### config.mk
export PLATFORM = sky130hd
export DESIGN_NAME = usb_dbg_event_monitor
export DESIGN_NICKNAME = d
export VERILOG_FILES = /design/src/rtl/usb_dbg_event_monitor.sv
export SDC_FILE = /design/constraint.sdc
export NUM_CORES = 1
export LEC_CHECK = 0
export BUFFER_PORTS_ARGS = -buffer_cell sky130_fd_sc_hd__buf_2
export CORE_UTILIZATION = 54
export CTS_CLUSTER_DIAMETER = 200
export DETAILED_ROUTE_END_ITERATION = 10
export HOLD_SLACK_MARGIN = 0.1
export PLACE_DENSITY = 0.85
export SLEW_MARGIN = 40
export SYNTH_ARGS = -nofsm -noshare
export SYNTH_HDL_FRONTEND = slang
export SYNTH_SLANG_ARGS = --single-unit
### constraint.sdc
create_clock -name wb_clk_i -period 5.4 [get_ports wb_clk_i]
set_clock_uncertainty 0.1 [all_clocks]
set_input_delay 1.08 -clock wb_clk_i [delete_from_list [all_inputs] [get_ports wb_clk_i]]
set_output_delay 1.08 -clock wb_clk_i [all_outputs]
set_load 0.03 [all_outputs]
### src/rtl/usb_dbg_event_monitor.sv
// usb_dbg_event_monitor
//   Wishbone-side consumer of the USB core's debug strobes. The stretched
//   ACK-timeout, ACK-received and bad-packet pulses are synchronised into
//   wb_clk_i, and their rising edges are counted in saturating counters.
//   The 4-bit transaction state is synchronised and filtered, and then
//   watched for an FSM stuck in a non-idle state. Counters and status are
//   exposed as Wishbone registers, with a level interrupt on STUCK.
//
// Ports
//   wb_clk_i, wb_rst_i         clock, asynchronous active-high reset
//   wb_cyc_i, wb_stb_i,        Wishbone slave: the byte address bits [4:2]
//   wb_we_i, wb_adr_i,         select one of eight word registers
//   wb_dat_i, wb_dat_o,
//   wb_ack_o
//   ack_tout_stretched_i       USB-domain event strobes (asynchronous)
//   ack_received_stretched_i
//   ack_bad_packet_stretched_i
//   transact_state_i           USB-domain transaction state, 0 = idle
//   irq_o                      registered IE & STUCK
//
// Register map (word index)
//   0 CTRL        [0] EN, [1] CLR (write-1 pulse, reads 0), [2] IE
//   1 ACK_TOUT_CNT, 2 ACK_RX_CNT, 3 BAD_PKT_CNT (read-only, zero-extended)
//   4 STATUS      [3:0] filtered state, [4] STUCK (W1C), [5] SAT
//   5 STUCK_LIMIT 32-bit R/W, 0 disables stuck detection
//   6-7           read 0, writes ignored
//
// Handshake: a request is accepted when cyc & stb are high while wb_ack_o is
// low. wb_ack_o is then high for exactly one cycle. Read data is registered
// with the ack, and write data takes effect on that same edge. The cycle
// after an ack never acks, so back-to-back requests ack every second cycle.
//
// CNT_W must be 1..32 and SYNC_STAGES must be at least 2.
module usb_dbg_event_monitor #(
  parameter int          CNT_W           = 16,
  parameter logic [31:0] STUCK_LIMIT_DEF = 32'd60000,
  parameter int          SYNC_STAGES     = 2
) (
  input  logic        wb_clk_i,
  input  logic        wb_rst_i,
  input  logic        wb_cyc_i,
  input  logic        wb_stb_i,
  input  logic        wb_we_i,
  input  logic [4:0]  wb_adr_i,
  input  logic [31:0] wb_dat_i,
  output logic [31:0] wb_dat_o,
  output logic        wb_ack_o,
  input  logic        ack_tout_stretched_i,
  input  logic        ack_received_stretched_i,
  input  logic        ack_bad_packet_stretched_i,
  input  logic [3:0]  transact_state_i,
  output logic        irq_o
);

  localparam logic [CNT_W-1:0] CNT_MAX = '1;
  localparam logic [CNT_W-1:0] CNT_ONE = CNT_W'(1);

  // ---------------- bus decode ----------------
  logic       acc;
  logic       wr;
  logic [2:0] idx;
  logic       clr;
  logic       w1c_stuck;
  logic       unused_adr;

  assign acc        = wb_cyc_i & wb_stb_i & ~wb_ack_o;
  assign wr         = acc & wb_we_i;
  assign idx        = wb_adr_i[4:2];
  assign clr        = wr && (idx == 3'd0) && wb_dat_i[1];
  assign w1c_stuck  = wr && (idx == 3'd4) && wb_dat_i[4];
  // The byte lane within a word has no meaning for these registers.
  assign unused_adr = ^wb_adr_i[1:0];

  // ---------------- control registers ----------------
  logic        en;
  logic        ie;
  logic [31:0] stuck_limit;

  always_ff @(posedge wb_clk_i or posedge wb_rst_i) begin
    if (wb_rst_i) begin
      en          <= 1'b1;
      ie          <= 1'b0;
      stuck_limit <= STUCK_LIMIT_DEF;
    end else if (wr) begin
      if (idx == 3'd0) begin
        en <= wb_dat_i[0];
        ie <= wb_dat_i[2];
      end
      if (idx == 3'd5) stuck_limit <= wb_dat_i;
    end
  end

  // ---------------- event synchronisers and counters ----------------
  // Index 0 = ACK timeout, 1 = ACK received, 2 = bad packet.
  logic [2:0]             ev_raw;
  logic [SYNC_STAGES-1:0] ev_sync [3];
  logic [2:0]             ev_level;
  logic [2:0]             ev_prev;
  logic [2:0]             ev_edge;
  logic [CNT_W-1:0]       cnt [3];
  logic                   sat;

  assign ev_raw = {ack_bad_packet_stretched_i, ack_received_stretched_i,
                   ack_tout_stretched_i};

  always_comb begin
    ev_level = '0;
    for (int i = 0; i < 3; i++) ev_level[i] = ev_sync[i][SYNC_STAGES-1];
  end

  assign ev_edge = ev_level & ~ev_prev;

  always_ff @(posedge wb_clk_i or posedge wb_rst_i) begin
    if (wb_rst_i) begin
      for (int i = 0; i < 3; i++) begin
        ev_sync[i] <= '0;
        cnt[i]     <= '0;
      end
      ev_prev <= '0;
    end else begin
      ev_prev <= ev_level;
      for (int i = 0; i < 3; i++) begin
        ev_sync[i] <= {ev_sync[i][SYNC_STAGES-2:0], ev_raw[i]};
        // CLR beats a coincident edge. The edge is lost, not deferred.
        if (clr) cnt[i] <= '0;
        else if (en && ev_edge[i] && (cnt[i] != CNT_MAX)) cnt[i] <= cnt[i] + CNT_ONE;
      end
    end
  end

  assign sat = (cnt[0] == CNT_MAX) | (cnt[1] == CNT_MAX) | (cnt[2] == CNT_MAX);

  // ---------------- state filter and stuck detection ----------------
  logic [3:0]  st_sync [SYNC_STAGES];
  logic [3:0]  st_prev;
  logic [3:0]  st_filt;
  logic        st_stable;
  logic        st_change;
  logic [31:0] stuck_timer;
  logic        stuck;
  logic        stuck_set;

  // Accept a new state only after two equal consecutive samples. This
  // rejects the skew between bits of a multi-bit crossing.
  assign st_stable = (st_sync[SYNC_STAGES-1] == st_prev);
  assign st_change = st_stable && (st_sync[SYNC_STAGES-1] != st_filt);
  assign stuck_set = (stuck_timer == stuck_limit) && (stuck_limit != 32'd0);

  always_ff @(posedge wb_clk_i or posedge wb_rst_i) begin
    if (wb_rst_i) begin
      for (int i = 0; i < SYNC_STAGES; i++) st_sync[i] <= '0;
      st_prev     <= '0;
      st_filt     <= '0;
      stuck_timer <= '0;
      stuck       <= 1'b0;
    end else begin
      st_sync[0] <= transact_state_i;
      for (int i = 1; i < SYNC_STAGES; i++) st_sync[i] <= st_sync[i-1];
      st_prev <= st_sync[SYNC_STAGES-1];
      if (st_stable) st_filt <= st_sync[SYNC_STAGES-1];

      if (clr || st_change || (st_filt == 4'd0)) stuck_timer <= '0;
      else if (stuck_timer != 32'hFFFF_FFFF)      stuck_timer <= stuck_timer + 32'd1;

      // A set condition wins over a coincident W1C, so a live fault is never
      // acknowledged away unseen. CLR is a full restart and wins over both.
      if (clr)            stuck <= 1'b0;
      else if (stuck_set) stuck <= 1'b1;
      else if (w1c_stuck) stuck <= 1'b0;
    end
  end

  // ---------------- read mux, ack, interrupt ----------------
  logic [31:0] rd_data;

  always_comb begin
    rd_data = '0;
    case (idx)
      3'd0:    rd_data = {29'd0, ie, 1'b0, en};
      3'd1:    rd_data = 32'(cnt[0]);
      3'd2:    rd_data = 32'(cnt[1]);
      3'd3:    rd_data = 32'(cnt[2]);
      3'd4:    rd_data = {26'd0, sat, stuck, st_filt};
      3'd5:    rd_data = stuck_limit;
      default: rd_data = '0;
    endcase
  end

  always_ff @(posedge wb_clk_i or posedge wb_rst_i) begin
    if (wb_rst_i) begin
      wb_ack_o <= 1'b0;
      wb_dat_o <= '0;
      irq_o    <= 1'b0;
    end else begin
      wb_ack_o <= acc;
      if (acc) wb_dat_o <= rd_data;
      irq_o <= ie & stuck;
    end
  end

endmodule
# [Yosys cells after proc, flatten, opt, wreduce, memory -nomap -nowiden]
# Cells that the tools add are included.
[classes] n_bitwise=9 n_eq_ne=15 n_addsub=4 reduce_logical=24 muxes=12
[op_table] operator="case mux 32 bit (6 select lines)" count=1
[op_table] operator="two-way mux 16 bit" count=6
[op_table] operator="two-way mux 32 bit" count=2
[op_table] operator="adder 16 x 1 -> 16 bit (second input constant)" count=3
[op_table] operator="equality test 16 bit (second input constant)" count=3
[op_table] operator="inequality test 16 bit (second input constant)" count=3
[op_table] operator="adder 32 x 1 -> 32 bit (second input constant)" count=1
[op_table] operator="equality test 32 bit" count=1
[op_table] operator="inequality test 32 bit (second input constant)" count=1
[op_table] operator="nonzero test 32 bit" count=1
[op_table] operator="logical AND 1 bit" count=12
[op_table] operator="nonzero test 2 bit" count=4
[op_table] operator="equality test 3 x 2 -> 1 bit (second input constant)" count=2
[op_table] operator="equality test 3 bit (second input constant)" count=2
[op_table] operator="bitwise AND 1 bit" count=4
[op_table] operator="equality test 4 bit" count=1
[op_table] operator="logical NOT 4 bit" count=1
[op_table] operator="inequality test 4 bit" count=1
[op_table] operator="AND reduction 2 bit" count=2
[op_table] operator="bitwise AND 3 bit" count=1
[op_table] operator="equality test 3 x 1 -> 1 bit (second input constant)" count=1
[op_table] operator="logical NOT 3 bit" count=1
[op_table] operator="two-way mux 1 bit" count=3
[op_table] operator="inverter 3 bit" count=1
[op_table] operator="other kinds (4)" count=6
[word_totals] output_inout_bits=34 inputBits=49 reg_bits=174 word_cells=83

# [Longest topological paths before layout]
[logic_depth] depth_word=8 depth_mapped=8 depth_no_buf=6

# [Worst setup path after synthesis]
# OpenSTA, ideal clock, no wires.
[synth_path] path_type="in2reg" start="input wb_adr_i[3]" end="register stuck_limit[0]" slack_ns=2.590 path_stages=8 t_required_ns=5.175 t_arrival_ns=2.585 setup_ns=0.125 n_path_buf=4 path_cell_list="clkbuf_1 nor2b_1 buf_2 and3_1 buf_2 nand2_1 buf_2 mux2_2"
[synth_between] elab_chain_cells=2
[synth_rtl] element="from (decl)" line_no="44" source="input logic [4:0] wb_adr_i,"
[synth_rtl] element="equality test 3 bit" line_no="89" source="if (idx == 3'd5) stuck_limit <= wb_dat_i;"
[synth_rtl] element="AND reduction 2 bit (no line)"
[synth_rtl] element="to (signal assigned)" line_no="89"
[synth_rtl] element="to (decl)" line_no="77" source="logic [31:0] stuck_limit;"
# No other way between the ends.
# A chain may end at the register's enable or synchronous reset.

# [Final worst setup path]
[layout_path] start="input wb_adr_i[2]" end="register stuck_limit[12]"
# Same word-level chain as after synthesis.

==> results.txt <==
The global routing stage identified its most utilized layer as met2. The count of hold buffers inserted by post-cts repair is 0. TritonCTS built the clock tree. The final antenna diode count came out at 0.

The die area came out at 16600 um2. The count of buffers from port buffering came out at 80. The floorplan has 45 rows. The boundary pin count came out at 83. The synthesis-stage register bit count came out at 174. The worst hold path belongs to the class reg -> reg. The total congestion overflow after global routing came out at 0. The average instance area after synthesis is 10.6 um2. The total power draw is 4.21 mW. The wire length of the first global-routing pass came out at 34100 um. The post-cts gate resize count is 0. The post-synthesis cell count is 816. The clock-pin transition on the worst setup and hold timing paths came out at 0.07 ns. The worst voltage drop across the vdd grid is 0.000307 V. The startpoint identified for the worst register-to-register timing path is wb_ack_o$_DFF_PP0_. For this run, the leading register cell type out of synthesis is sky130_fd_sc_hd__dfrtp_1. The number of endpoints with negative hold slack in the final report is 0.

The unique cell type count in the Yosys netlist came out at 57. The total placed instance area came out at 9290 um2. The DRC violation count after routing is 0.

The leakage power of the design came out at 4.17 nW. Summing all non-filler instances in the final layout gives an area of 9880 um2. The data arrival time of the critical path came out at 3.65 ns. The ratio of routed vias to standard cells is 6.24. Across the run, the number of max-cap violations was 0.

The number of endpoints failing setup at the final stage is 0. The post-synthesis sequential area ratio came out at 50.2%. The register cell area after layout is 4360 um2. The critical path in this run is classified as in -> reg. The buffer type at the clock tree root is sky130_fd_sc_hd__clkbuf_16. The wire length per cell after detailed routing came out at 19.3 um.

Summed over all nets, the half-perimeter wirelength after detailed placement is 14800 um. The longest clock path from root to sink contains 2 buffers. The number of synthesized flops with an enable pin is 0. The number of instances in the placed design is 1072. The aggregate routed wire length came out at 21400 um. Cells with a size suffix above 1 make up 22.4% of the layout. The global-route met1 utilization is 37.9%.

The total of fill cells in the finished design came out at 1210. Summing every instance area after synthesis gives 8690 um2. The placer's final routability congestion estimate came out at 0.902. The initial DRC count is 753. Tracing the worst setup path back leads to its startpoint at wb_adr_i[2]. Setup repair after global routing left no endpoint under its margin.

The count of nets left with antenna violations after detail routing came out at 0. The number of global-route vias before repair came to 6436. The final critical delay including setup and external delays is 3.43 ns. For this design the ratio of total power to cell area is 426 nW/um2. The sum of negative setup slack came out at 0 ns. The hold path startpoint is ev_sync[2]$_DFF_PP0_. STA classifies the critical path endpoint as a flip-flop. The layout net count is 933. The global routing usage summed across all routing layers came out at 27.2%. The routed via count is 6890.

The type of element launching the critical path is an input pin. The count of pins over their slew limit came out at 0. The pre-CTS setup slack came out at 1.53 ns.

The flow ran to the end, and the final reports show no timing, DRC or antenna violations. The maximum fanout along the worst path came out at 32. The first-pass detailed-route iteration total is 5. The horizontal extent of the die is 129 um.

The count of placed standard cells in the final layout, fillers left out came out at 1104. Entering global routing, the biggest net connects 101 pins. The total CTS buffers came out at 17. After layout, the worst setup slack is 1.97 ns. For this design, the sink count on the clock tree is 174. The final worst-path cycle share came out at 63.4%. The core footprint came out at 15400 um2. The layout overhead on the synthesized area is 13.7%. The critical path data required time came out at 5.62 ns. After synthesis, the share of flip-flops with an asynchronous set or reset is 100%. For this run, the number of Yosys warnings is 0. The actual transition at the worst max-transition pin is 0.783 ns. The starting density of the core is 56.3%. The multi-input combinational cells in the finished layout cover a total of 4120 um2. The number of antenna violations at the first check in global routing came out at 0. The post-CTS setup-driven buffer insertion count is 0. The clock tree synthesis step divided the H-tree into 4 levels.

The highest clock frequency the design can meet is 292 MHz. Synthesis produced a netlist with a net count of 869. The routing usage on met2 came out at 41.2%.

The met3 usage in global routing is 6.32%. The latest clock arrival within the worst-skew pair came out at 0.44 ns. The vertical die dimension came out at 129 um. The worst slew margin relative to its limit is 47.4%.
[through the flow]
stage | hold slack [ns] | utilization (%)
after CTS | 0.251 | 64.0
after detailed placement | 0.235 | 60.2
after floorplan | 0.231 | -
after global routing | 0.263 | 64.0
after global placement | 0.233 | 59.9
final | 0.250 | 64.0
[layout by cell type (no fill, tap or decap), drive strengths merged, types with 6 or more instances in the layout]
| cell type | synthesis | routed |
|---|---|---|
| dfstp | 8 | 8 |
| o31ai | 6 | 6 |
| mux2i | 19 | 19 |
| nor2 | 72 | 72 |
| nand4 | 28 | 28 |
| nor3 | 17 | 17 |
| a31oi | 7 | 7 |
| buf | 21 | 88 |
| clkbuf | 22 | 17 |
| a21oi | 14 | 14 |
| o21ai | 28 | 28 |
| dfrtp | 166 | 166 |
| a22oi | 14 | 14 |
| or4 | 8 | 8 |
| nor4 | 29 | 29 |
| clkinv | 1 | 6 |
| a22o | 16 | 16 |
| nand2b | 7 | 7 |
| inv | 14 | 19 |
| and4 | 12 | 12 |
| nand2 | 62 | 62 |
| nand3 | 26 | 26 |
| a211oi | 7 | 7 |
| xnor2 | 92 | 92 |
| mux2 | 49 | 49 |
| and3 | 7 | 7 |
[sequential cells by signal, indices dropped and copies added (netlist names)]
register     cells
cnt             48
stuck_timer     32
st_filt          4
ie               1
ev_level         3
st_sync          8
stuck            1
ev_sync          3
stuck_limit     32
wb_ack_o         1
en               1
wb_dat_o        32
st_prev          4
ev_prev          3
irq_o            1
[layer usage]
| layer | share of wire, % | vias to the layer above |
|---|---|---|
| met2 | 47 | 334 |
| met1 | 43 | 3415 |
| met5 | 0 | - |
| met3 | 8.0 | 65 |
| met4 | 2.6 | 0 |
| li1 | - | 3076 |
[cell usage after synthesis (5+ instances only)]
library cell	n	share of area, %
sky130_fd_sc_hd__o21ai_0	28	1.6
sky130_fd_sc_hd__nor4_1	26	1.9
sky130_fd_sc_hd__a21oi_1	14	0.81
sky130_fd_sc_hd__xnor2_1	92	9.3
sky130_fd_sc_hd__nand2b_1	7	0.50
sky130_fd_sc_hd__dfstp_2	8	2.4
sky130_fd_sc_hd__a22oi_1	14	1.2
sky130_fd_sc_hd__nor2_1	72	3.1
sky130_fd_sc_hd__clkbuf_1	22	0.95
sky130_fd_sc_hd__and4_1	11	1.1
sky130_fd_sc_hd__buf_2	16	0.92
sky130_fd_sc_hd__mux2_2	49	6.4
sky130_fd_sc_hd__nand3_1	24	1.4
sky130_fd_sc_hd__nor3_1	17	0.98
sky130_fd_sc_hd__nand4_1	27	1.9
sky130_fd_sc_hd__nand2_1	62	2.7
sky130_fd_sc_hd__and2_1	5	0.36
sky130_fd_sc_hd__nor3b_1	5	0.43
sky130_fd_sc_hd__a22o_1	16	1.6
sky130_fd_sc_hd__o31ai_1	6	0.52
sky130_fd_sc_hd__inv_1	14	0.61
sky130_fd_sc_hd__a211oi_1	7	0.61
sky130_fd_sc_hd__a2111oi_0	5	0.50
sky130_fd_sc_hd__mux2i_1	19	2.2
sky130_fd_sc_hd__or4_1	8	0.69
sky130_fd_sc_hd__dfrtp_1	166	48
sky130_fd_sc_hd__and3_1	5	0.36
sky130_fd_sc_hd__a31oi_1	7	0.50
[cell families (layout without fill, tap and decap cells)]
family,Yosys count,in the layout,synth area share (%)
buffers and inverters,58,135,2.87
adders and majority gates,4,4,0.576
DFF,174,174,50.2
and+or+nand+nor,298,298,18.5
xor gates and xnor gates,96,96,9.68
muxes,69,69,8.80
AOI/OAI and AO/OA,117,117,9.32
[final cells by class]
| type | count | share of cell area (%) |
|---|---|---|
| Clock buffer | 17 | 4.31 |
| Clock inverter | 15 | 1.55 |
| Inverter | 15 | 0.608 |
| Multi-Input combinational cell | 584 | 41.7 |
| Sequential cell | 174 | 44.2 |
| Tap cell | 211 | 2.67 |
| Timing Repair Buffer | 88 | 4.99 |
[where the power goes]
part	leakage (nW)	switching (mW)	internal (mW)
logic	1.75	0.549	0.459
clock network	0.276	0.559	0.650
registers	2.14	0.405	1.59
total	4.17	1.51	2.70
[worst max-delay path, stage by stage]
cell                      delay (ns)
sky130_fd_sc_hd__buf_2          0.49
sky130_fd_sc_hd__nor2b_1        0.65
sky130_fd_sc_hd__and3_1         0.67
sky130_fd_sc_hd__nand2_1        0.11
sky130_fd_sc_hd__buf_4          0.28
sky130_fd_sc_hd__mux2_2         0.33
[final timing paths]
check                           slack, ns  cells past startpoint                           to
worst max-delay path                 1.97                      6  stuck_limit[12]$_DFFE_PP0P_
worst max register to register       2.52                      7  stuck_limit[12]$_DFFE_PP0P_
max in group asynchronous            3.75                      4  stuck_limit[11]$_DFFE_PP1P_
worst min-delay path                 0.25                      0        ev_level[1]$_DFF_PP0_
min in group asynchronous            0.63                      3         ev_sync[4]$_DFF_PP0_
worst min register to register       0.25                      0        ev_level[1]$_DFF_PP0_
Power figures use the tool's default switching activity.
